`src/rtl/microwave_pkg.sv`:
```
// microwave_pkg: shared state encoding, digit width and debounce default
// for the keypad countdown timer.
package microwave_pkg;
    typedef enum logic [1:0] {IDLE, ENTRY, COUNTING, PAUSED} state_t;
    localparam int BCD_W            = 4;
    localparam int DEBOUNCE_DEFAULT = 4;
endpackage

```
`src/rtl/key_debounce.sv`:
```
// key_debounce: accepts one key per press once loadn has been low with a
// stable code for DEBOUNCE_CYCLES cycles; releasing loadn re-arms.
module key_debounce
    import microwave_pkg::*;
#(
    parameter int DEBOUNCE_CYCLES = DEBOUNCE_DEFAULT
) (
    input  logic             clock,
    input  logic             clearn,
    input  logic [BCD_W-1:0] bcd_in,
    input  logic             loadn,
    output logic             accept,
    output logic [BCD_W-1:0] digit
);
    localparam logic [4:0] LIM = 5'(DEBOUNCE_CYCLES);
    logic [3:0]       cnt;
    logic [BCD_W-1:0] last;
    logic             armed;
    logic             same;
    logic [4:0]       nxt;
    logic             hit;
    always_comb begin
        same = (cnt != 4'd0) && (bcd_in == last);
        nxt  = same ? {1'b0, cnt} + 5'd1 : 5'd1;
        hit  = !loadn && armed && (nxt == LIM);
    end
    always_ff @(posedge clock or negedge clearn) begin
        if (!clearn) begin
            cnt    <= 4'd0;
            last   <= '0;
            armed  <= 1'b1;
            accept <= 1'b0;
            digit  <= '0;
        end else begin
            accept <= hit;
            if (hit) digit <= bcd_in;
            if (loadn) begin
                cnt   <= 4'd0;
                armed <= 1'b1;
            end else begin
                // saturate so a held key never wraps into a second accept
                cnt  <= (nxt > LIM) ? LIM[3:0] : nxt[3:0];
                last <= bcd_in;
                if (nxt == LIM) armed <= 1'b0;
            end
        end
    end
endmodule

```
`src/rtl/keypad_timer.sv`:
```
// keypad_timer: mm:ss BCD countdown with keypad entry, start/pause/clear
// buttons and a one-cycle done pulse; all outputs registered.
module keypad_timer
    import microwave_pkg::*;
#(
    parameter int DEBOUNCE_CYCLES = DEBOUNCE_DEFAULT
) (
    input  logic             clock,
    input  logic             clearn,
    input  logic [BCD_W-1:0] BCD_IN,
    input  logic             loadn,
    input  logic             startn,
    input  logic             stopn,
    input  logic             tick_1hz,
    output logic [BCD_W-1:0] sec_ones,
    output logic [BCD_W-1:0] sec_tens,
    output logic [BCD_W-1:0] min_ones,
    output logic [BCD_W-1:0] min_tens,
    output logic             enablen,
    output logic             counting,
    output logic             done
);
    state_t           state, state_n;
    logic             start_d, stop_d, start_e, stop_e;
    logic             accept;
    logic [BCD_W-1:0] digit;
    logic [BCD_W-1:0] so_n, st_n, mo_n, mt_n;
    logic [BCD_W-1:0] ds_o, ds_t, dm_o, dm_t;
    logic             b1, b2, b3, zero, done_n;

    key_debounce #(.DEBOUNCE_CYCLES(DEBOUNCE_CYCLES)) u_key (
        .clock  (clock),
        .clearn (clearn),
        .bcd_in (BCD_IN),
        .loadn  (loadn),
        .accept (accept),
        .digit  (digit)
    );

    always_comb begin
        start_e = start_d && !startn;
        stop_e  = stop_d && !stopn;
        zero    = {min_tens, min_ones, sec_tens, sec_ones} == 16'h0000;
        b1      = sec_ones == 4'd0;
        b2      = b1 && sec_tens == 4'd0;
        b3      = b2 && min_ones == 4'd0;
        ds_o    = b1 ? 4'd9 : sec_ones - 4'd1;
        ds_t    = b1 ? (sec_tens == 4'd0 ? 4'd5 : sec_tens - 4'd1) : sec_tens;
        dm_o    = b2 ? (min_ones == 4'd0 ? 4'd9 : min_ones - 4'd1) : min_ones;
        dm_t    = b3 ? min_tens - 4'd1 : min_tens;
        state_n = state;
        {mt_n, mo_n, st_n, so_n} = {min_tens, min_ones, sec_tens, sec_ones};
        done_n  = 1'b0;
        // priority: stop, start, tick, key; any button edge drops a coincident key
        if (stop_e) begin
            if (state == COUNTING) state_n = PAUSED;
            else if (state != IDLE) begin
                state_n = IDLE;
                {mt_n, mo_n, st_n, so_n} = 16'h0000;
            end
        end else if (start_e) begin
            if ((state == ENTRY && !zero) || state == PAUSED) state_n = COUNTING;
        end else if (tick_1hz && state == COUNTING) begin
            {mt_n, mo_n, st_n, so_n} = {dm_t, dm_o, ds_t, ds_o};
            if ({dm_t, dm_o, ds_t, ds_o} == 16'h0000) begin
                state_n = IDLE;
                done_n  = 1'b1;
            end
        end else if (accept && digit <= 4'd9 && (state == IDLE || state == ENTRY)) begin
            {mt_n, mo_n, st_n, so_n} = {min_ones, sec_tens, sec_ones, digit};
            state_n = ENTRY;
        end
    end

    always_ff @(posedge clock or negedge clearn) begin
        if (!clearn) begin
            state    <= IDLE;
            {min_tens, min_ones, sec_tens, sec_ones} <= 16'h0000;
            enablen  <= 1'b0;
            counting <= 1'b0;
            done     <= 1'b0;
            start_d  <= 1'b1;
            stop_d   <= 1'b1;
        end else begin
            state    <= state_n;
            {min_tens, min_ones, sec_tens, sec_ones} <= {mt_n, mo_n, st_n, so_n};
            enablen  <= state_n == COUNTING || state_n == PAUSED;
            counting <= state_n == COUNTING;
            done     <= done_n;
            start_d  <= startn;
            stop_d   <= stopn;
        end
    end
endmodule

```
`config.mk`:
```
export PLATFORM = sky130hd
export DESIGN_NAME = keypad_timer
export DESIGN_NICKNAME = d
export VERILOG_FILES = /design/src/rtl/microwave_pkg.sv /design/src/rtl/key_debounce.sv /design/src/rtl/keypad_timer.sv
export SDC_FILE = /design/constraint.sdc
export NUM_CORES = 1
export LEC_CHECK = 0
export CORE_MARGIN = 5
export CORE_UTILIZATION = 55
export DETAILED_ROUTE_END_ITERATION = 10
export HOLD_SLACK_MARGIN = 0.03
export PLACE_DENSITY = 0.79
export SYNTH_ARGS = -nofsm -noshare
export SYNTH_HDL_FRONTEND = slang
export SYNTH_HIERARCHICAL = 1
export SYNTH_SLANG_ARGS = --single-unit
```
`constraint.sdc`:
```
create_clock -name clock -period 6.4 [get_ports clock]
set_clock_uncertainty 0.15 [all_clocks]
set_input_delay 1.28 -clock clock [delete_from_list [all_inputs] [get_ports clock]]
set_output_delay 1.28 -clock clock [all_outputs]
set_load 0.1 [all_outputs]
```
# Word-level counts from Yosys, hierarchy flattened
# Index checks and enable logic that the tools add are counted.
# totals
ff_bits	37
inputBits	10
out_inout_bits	19
# classes
add_sub_neg	5
n_lt_le_gt_ge	2
n_eq_ne	10
mux	41
reduce_logical	29
# ops
operator	n
$mux W4	26
$logic_not A16 Y1	2
$mux W2	8
$sub A4 B1 Y4 const B	4
$logic_not A4 Y1	3
$logic_and A1 B1 Y1	11
$eq A2 B2 Y1 const B	4
$mux W1	6
$add A4 B1 Y5 const B	1
$eq A5 B3 Y1 const B	1
$gt A5 B3 Y1 const B	1
$mux W5	1
$eq A4 B4 Y1	1
$le A4 B4 Y1 const B	1
$logic_not A1 Y1	4
$ne A2 B1 Y1 const B	2
$reduce_and A4 Y1	1
$reduce_bool A2 Y1	2
$reduce_bool A4 Y1	1
$logic_or A1 B1 Y1	3
$reduce_bool A3 Y1	1
$eq A2 B1 Y1 const B	1
$logic_not A2 Y1	1
$ne A2 B2 Y1 const B	1

# Logic depth before layout (Yosys ltp)
# Gate-level depths: netlist (run 1).
# depth
depth_word	11
depth_mapped	8
depth_no_buf	8

# Cells and area by module
# The synthesis (run 1) kept the hierarchy.
# modules_own_cells
module	n_inst	cells_per_inst	area_each_um2
keypad_timer	1	185	1506.4
key_debounce	1	62	742.0

# Least setup slack after synthesis (run 1)
# OpenSTA, ideal clock, no wires.
# synth_timing
kind	input -> register
startpoint	input stopn
endpoint	register min_ones[0]
arrival_ps	2480
t_required_ps	6117
setup_slack_ps	3637
cell_stages	8
path_cell_list	nor2b_1 > buf_2 > or2_1 > a21oi_2 > a21oi_1 > clkbuf_1 > o21ai_0 > o21ai_0
# synth_via
elab_chain_len	4
word_cells_on_any_way	8
# synth_lines
item	line_no	source
from (decl)	keypad_timer.sv:13	input logic stopn,
$logic_not A1 Y1 (*)	keypad_timer.sv:42	stop_e = stop_d && !stopn;
$logic_and A1 B1 Y1 (*)	keypad_timer.sv:42	
$ne A2 B1 Y1 (no source line) (tied with other cells)	--	
$reduce_and A4 Y1 (no source line)	--	
to (signal assigned)	keypad_timer.sv:86	{min_tens, min_ones, sec_tens, sec_ones} <= {mt_n, mo_n, st_n, so_n};
to (decl)	keypad_timer.sv:17	output logic [BCD_W-1:0] min_ones,
# Mark *: on every way between the ends. The rest lies on a longest branch, timed or not.
# A chain may end at the register's enable or synchronous reset.

# Worst setup path after layout (run 1)
# layout_timing
startpoint	input tick_1hz
endpoint	register min_ones[0]
# layout_via
elab_chain_len	4
word_cells_on_any_way	6
# layout_lines
item	line_no	source
from (decl)	keypad_timer.sv:14	input logic tick_1hz,
$logic_and A1 B1 Y1 (*)	keypad_timer.sv:63	end else if (tick_1hz && state == COUNTING) begin
$mux W4	keypad_timer.sv:63	
$mux W4	keypad_timer.sv:61	end else if (start_e) begin
$mux W4	keypad_timer.sv:55	if (stop_e) begin
# Mark *: on every way between the ends. The rest lies on a longest branch, timed or not. The select of a mux whose other input is x is not followed.

==> results of run 1 <==
stage by stage:
stage	util, %	hold slack, ps	setup WS [ps]
4_1_cts	65.4	367	2790
3_5_place_dp	63.1	352	2510
2_1_floorplan	-	331	3640
3_3_place_gp	63.1	342	2560
6_report	65.4	362	2760
5_1_grt	65.4	378	2490
where the power goes:
part | switching (mW) | internal (mW)
Clock | 0.0797 | 0.0878
Sequential | 0.0190 | 0.245
Combinational | 0.124 | 0.0623
Total | 0.222 | 0.395
synth_stat cells, types with 2 or more instances:
library cell  number  area, µm²
clkbuf_1           5       18.8
nand2b_1           4       25.0
and2b_1            2       15.0
and3_1             2       12.5
nor2_1            32        120
buf_6              2       22.5
nand2_1           27        101
nor3_2             2       20.0
ha_1               4       50.1
dfrtp_1           34        851
a21oi_1           21        105
nor3_1             6       30.0
nand3_1            4       20.0
nand4_1            2       12.5
o21ai_1            3       15.0
inv_1              5       18.8
o21ai_0           27        135
mux2_2             8       90.1
nor2b_1            2       12.5
a22o_1             4       35.0
xor2_1             2       17.5
clkbuf_8           2       27.5
or2_2              3       18.8
nand4b_1           2       17.5
dfstp_2            3       78.8
nor4b_1            2       17.5
a211oi_1           2       15.0
buf_2              2       10.0
mux2i_1            3       30.0
nand3b_1           2       15.0
xnor2_1            3       26.3
a21o_2             2       17.5
kinds of logic after synthesis:
| family | after synthesis | synth area share [%] |
|---|---|---|
| fa+ha+maj | 4 | 2.23 |
| compound gates | 70 | 20.3 |
| mux | 11 | 5.34 |
| buf+inv | 16 | 4.34 |
| xor+xnor | 5 | 1.95 |
| other cells | 1 | 0.167 |
| simple gates | 103 | 24.3 |
| flops | 37 | 41.3 |
layer usage:
metal / wire, µm / global-route usage, % / up-vias
met5: 0 / 0 / -
met4: 64 / 6.44 / 0
met3: 260 / 5.95 / 7
met2: 2530 / 33.6 / 53
met1: 2160 / 26.5 / 929
li1: - / - / 927
sequential cells by signal (all words and copies together) (netlist names):
| signal | count |
|---|---|
| counting | 1 |
| done | 1 |
| enablen | 1 |
| min_ones | 4 |
| min_tens | 4 |
| sec_ones | 4 |
| sec_tens | 4 |
| start_d | 1 |
| state | 2 |
| stop_d | 1 |
| u_key/accept | 1 |
| u_key/armed | 1 |
| u_key/cnt | 4 |
| u_key/digit | 4 |
| u_key/last | 4 |
layout make-up:
class                      instances  area [µm²]
fill                             368        1370
multi-input combinational        194        1220
sequential                        37         930
timing repair buffer              28         275
clock buffer                       8        90.1
tap                               50        62.6
inverter                           5        18.8
final timing paths:
| kind | endpoint | slack [ps] | cells past startpoint |
|---|---|---|---|
| hold reg to reg | u_key/digit[0] | 360 | 1 |
| min in group asynchronous | min_tens[1] | 930 | 1 |
| setup reg to reg | min_ones[0] | 3580 | 6 |
| hold / removal | u_key/digit[0] | 360 | 1 |
| setup / recovery | min_ones[0] | 2760 | 6 |
| max in group asynchronous | u_key/cnt[2] | 4640 | 1 |
==> impl_metrics.yaml, run 1 <==
detailed_routing:
  vias: 1916
  avgRoutedWirePerCell_um: 15.6
  drc: 0
  drt-total-wl_um: 5010
  antenna_left: 0
  drtIter0Drc: 115
  drt_first_pass_iters: 4
  avgViaCountPerCell: 5.95
job:
  maxCapViolCount: 0
timing:
  layout_min_cycle_time_ps: 3640
  max_freq_ghz: 0.275
  drv_slew: 0
  setup_tns_ps: 0
  tightest_slew_ps: 1020
  setup_violations: 0
  hold_violations: 0
  rsz0062_at_grt: "false"
  slew-limit-headroom_pct: 31.8
  post-route-period-util_pct: 56.8
floorplanning:
  num_io_pins: 29
  start_util_pct: 56.6
  row_count: 23
  die_area_um2: 5470
  die_h_um: 73.9
  fp.dieW_um: 73.9
  coreArea_um2: 3970
global_routing:
  grt_pass1_wl_um: 8630
  grt_max_degree: 38
  grt_usage_pct: 20.6
  grt_pass1_vias: 1843
  antenna_found_initial: 0
  grt.overflow.total: 0
synth:
  syn_inst: 247
  synth.distinct_cells: 55
  synth_seq_cells: 37
  syn_area_um2: 2250
  synth_edf_count: 0
  seq_area_frac_synth_pct: 41.3
  synth_nets: 261
  synth-async-reset-ratio_pct: 100
  synthFlopType: "dfrtp_1"
  synth_warnings: 6
  synth.avg_cell_area_um2: 9.10
setup_path:
  path_buf_inv: 1
  startpoint_type: "input port"
  crit_slowest_cell: "a21oi_1"
  r2r-start: "state[0]"
  crit_chain: "clkdlybuf4s50_1 > nand2_1 > a21oi_2 > a21oi_1 > o21ai_0 > o21ai_0"
  required_ps: 6470
  cp_max_fo: 25
  cpLargestDelayFamily: "compound AO/OA/AOI/OAI gates"
  crit_path_max_incr_delay_ps: 830
  critPathLaunch: "tick_1hz"
  worstPathArrival_ps: 3700
  cpMostUsedCell: "o21ai_0"
  path_class: "input port to flip-flop"
  end_kind: "flip-flop"
finish:
  syn_to_final_growth_pct: 15.5
  final_nets: 285
  layout_common_cells: "34 x dfrtp_1, 32 x nor2_1, 27 x o21ai_0, 27 x nand2_1, 27 x clkdlybuf4s50_1"
  mostFrequentLayoutCell: "dfrtp_1"
  final_cells: 322
  diodes: 0
  drive_gt1_share_pct: 12.5
  final_cell_area_um2: 2600
placement:
  dp.cells: 314
  place_area_um2: 2510
  io_buffers: 28
  routabilityCongestion: 0.819
  dpl.hpwl_um: 3480
cts:
  cts_buffers: 5
  htreeDepth: 2
  cts_num_sinks: 37
  clock_latency_ps: 290
  hold_buffers: 0
  cts_tree: "done"
  clockBufferDepth: 2
  clockRootBuffer: "clkbuf_8"
  cts_resized: 0
  clkTransAtPathRegs_ps: 70
  post_cts_buffers: 0
power_and_ir_drop:
  ir_worst_vdd_mv: 0.133
  powerDensity_nw_per_um2: 238
  power.leakage_nw: 1.08
  p_total_uw: 617
min_path:
  hold_path_class: "flip-flop to flip-flop"
  min-delay-start: "u_key/digit[0]"
run_status:
  status: "finished clean"
(Power assumes the default switching activity.)
==> run 2, diff against run 1 <==
- CORE_UTILIZATION: 55 -> 50
- PLACE_DENSITY: 0.79 -> 0.76
- clock period: 6.4 -> 3.3 ns (I/O delays scaled with it)
==> run 2 against run 1 <==
Combinational power is 94% higher. Total power grew 91%. Worst hold slack worse by 49 ps. Largest power group unchanged.
==> impl_metrics.yaml, run 2 (synthesized netlist as in run 1, its figures left out) <==
timing:
  rsz0062_at_grt: "false"
  post-route-period-util_pct: 81.7
  max_freq_ghz: 0.371
  tightest_slew_ps: 1010
  drv_slew: 0
  setup_tns_ps: 0
  setup_violations: 0
  slew-limit-headroom_pct: 32.8
  hold_violations: 0
  layout_min_cycle_time_ps: 2700
global_routing:
  antenna_found_initial: 0
  grt_pass1_vias: 1889
  grt_usage_pct: 17.6
  grt.overflow.total: 0
  grt_max_degree: 38
  grt_pass1_wl_um: 8710
cts:
  cts_resized: 0
  clockRootBuffer: "clkbuf_8"
  clock_latency_ps: 290
  post_cts_buffers: 0
  clockBufferDepth: 2
  htreeDepth: 2
  clkTransAtPathRegs_ps: 70
  cts_tree: "done"
  cts_buffers: 5
  cts_num_sinks: 37
  hold_buffers: 0
finish:
  final_cell_area_um2: 2580
  diodes: 0
  syn_to_final_growth_pct: 14.8
  layout_common_cells: "34 x dfrtp_1, 32 x nor2_1, 27 x o21ai_0, 27 x nand2_1, 24 x buf_4"
  multi_input_area_um2: 1220
  drive_gt1_share_pct: 20.9
  regArea_um2: 930
  mostFrequentLayoutCell: "dfrtp_1"
  final.fill_count: 376
  final_nets: 290
detailed_routing:
  antenna_left: 0
  vias: 1899
  avgRoutedWirePerCell_um: 14.8
  avgViaCountPerCell: 5.77
  drt-total-wl_um: 4870
  drc: 0
  drt_first_pass_iters: 4
  drtIter0Drc: 143
floorplanning:
  row_count: 24
  coreArea_um2: 4350
  start_util_pct: 51.6
  num_io_pins: 29
  fp.dieW_um: 77.1
  die_h_um: 77.1
  die_area_um2: 5940
placement:
  io_buffers: 28
  dpl.hpwl_um: 3500
  routabilityCongestion: 0.818
  place_area_um2: 2500
job:
  maxCapViolCount: 0
setup_path:
  end_kind: "flip-flop"
  cp_max_fo: 14
  worstPathArrival_ps: 2760
  r2r-start: "start_d"
  reg2reg_depth: 6
  r2r-end: "sec_tens[2]"
  path_class: "input port to flip-flop"
  startpoint_type: "input port"
  required_ps: 3360
  r2r_slack_ps: 960
min_path:
  hold_path_class: "input port to async pin"
power_and_ir_drop:
  ir_worst_vdd_mv: 0.288
  power.leakage_nw: 1.14
  powerDensity_nw_per_um2: 456
run_status:
  status: "finished clean"
## run 2: area by class of cell
type,instances,share of cell area (%)
well taps,52,2.52
clock buffers,7,2.96
flip-flops and latches,37,36.0
repair buffers,33,10.3
clock inverters,1,0.194
multi-input cells,194,47.3
inverters,5,0.727
## run 2: metal layers
layer  share of wire (%)  wire length (µm)  vias to the layer above  track usage, %
li1                    -                 -                      940               -
met1                  47              2280                      899            24.2
met2                  46              2230                       51            26.3
met3                 5.7               278                        9            4.68
met4                 1.7                82                        0            7.22
met5                   0                 0                        -               0
## run 2: worst max path at each step
stage,from,to
finish,startn,sec_tens[2]
detailed placement,startn,sec_tens[2]
floorplan,sec_ones[3],enablen
CTS,startn,sec_tens[2]
global placement,startn,min_ones[3]
global route,startn,min_ones[3]
## run 2: worst max-delay path: stages
cell and delay [ps]:
clkdlybuf4s50_1 410, and2b_1 260, or2_1 200, a21oi_2 100, a21oi_1 790, o21ai_0 220, o21ai_0 110
## run 2: power breakdown
| group | switching [mW] | total (mW) | internal, mW |
|---|---|---|---|
| logic | 0.239 | 0.361 | 0.122 |
| clock network | 0.155 | 0.303 | 0.148 |
| registers | 0.0368 | 0.512 | 0.475 |
| total | 0.431 | 1.18 | 0.745 |
## run 2: through the flow
stage / hold slack [ps] / instances / util (%) / total power, mW / setup slack [ps]
floorplan: 214 / 247 / - / 0.806 / 758
global placement: 344 / 321 / 57.4 / 0.877 / 451
detailed placement: 355 / 321 / 57.4 / 0.881 / 318
CTS: 345 / 329 / 59.3 / 1.18 / 613
global route: 376 / 329 / 59.3 / 1.24 / 373
finish: 313 / 329 / 59.3 / 1.18 / 605
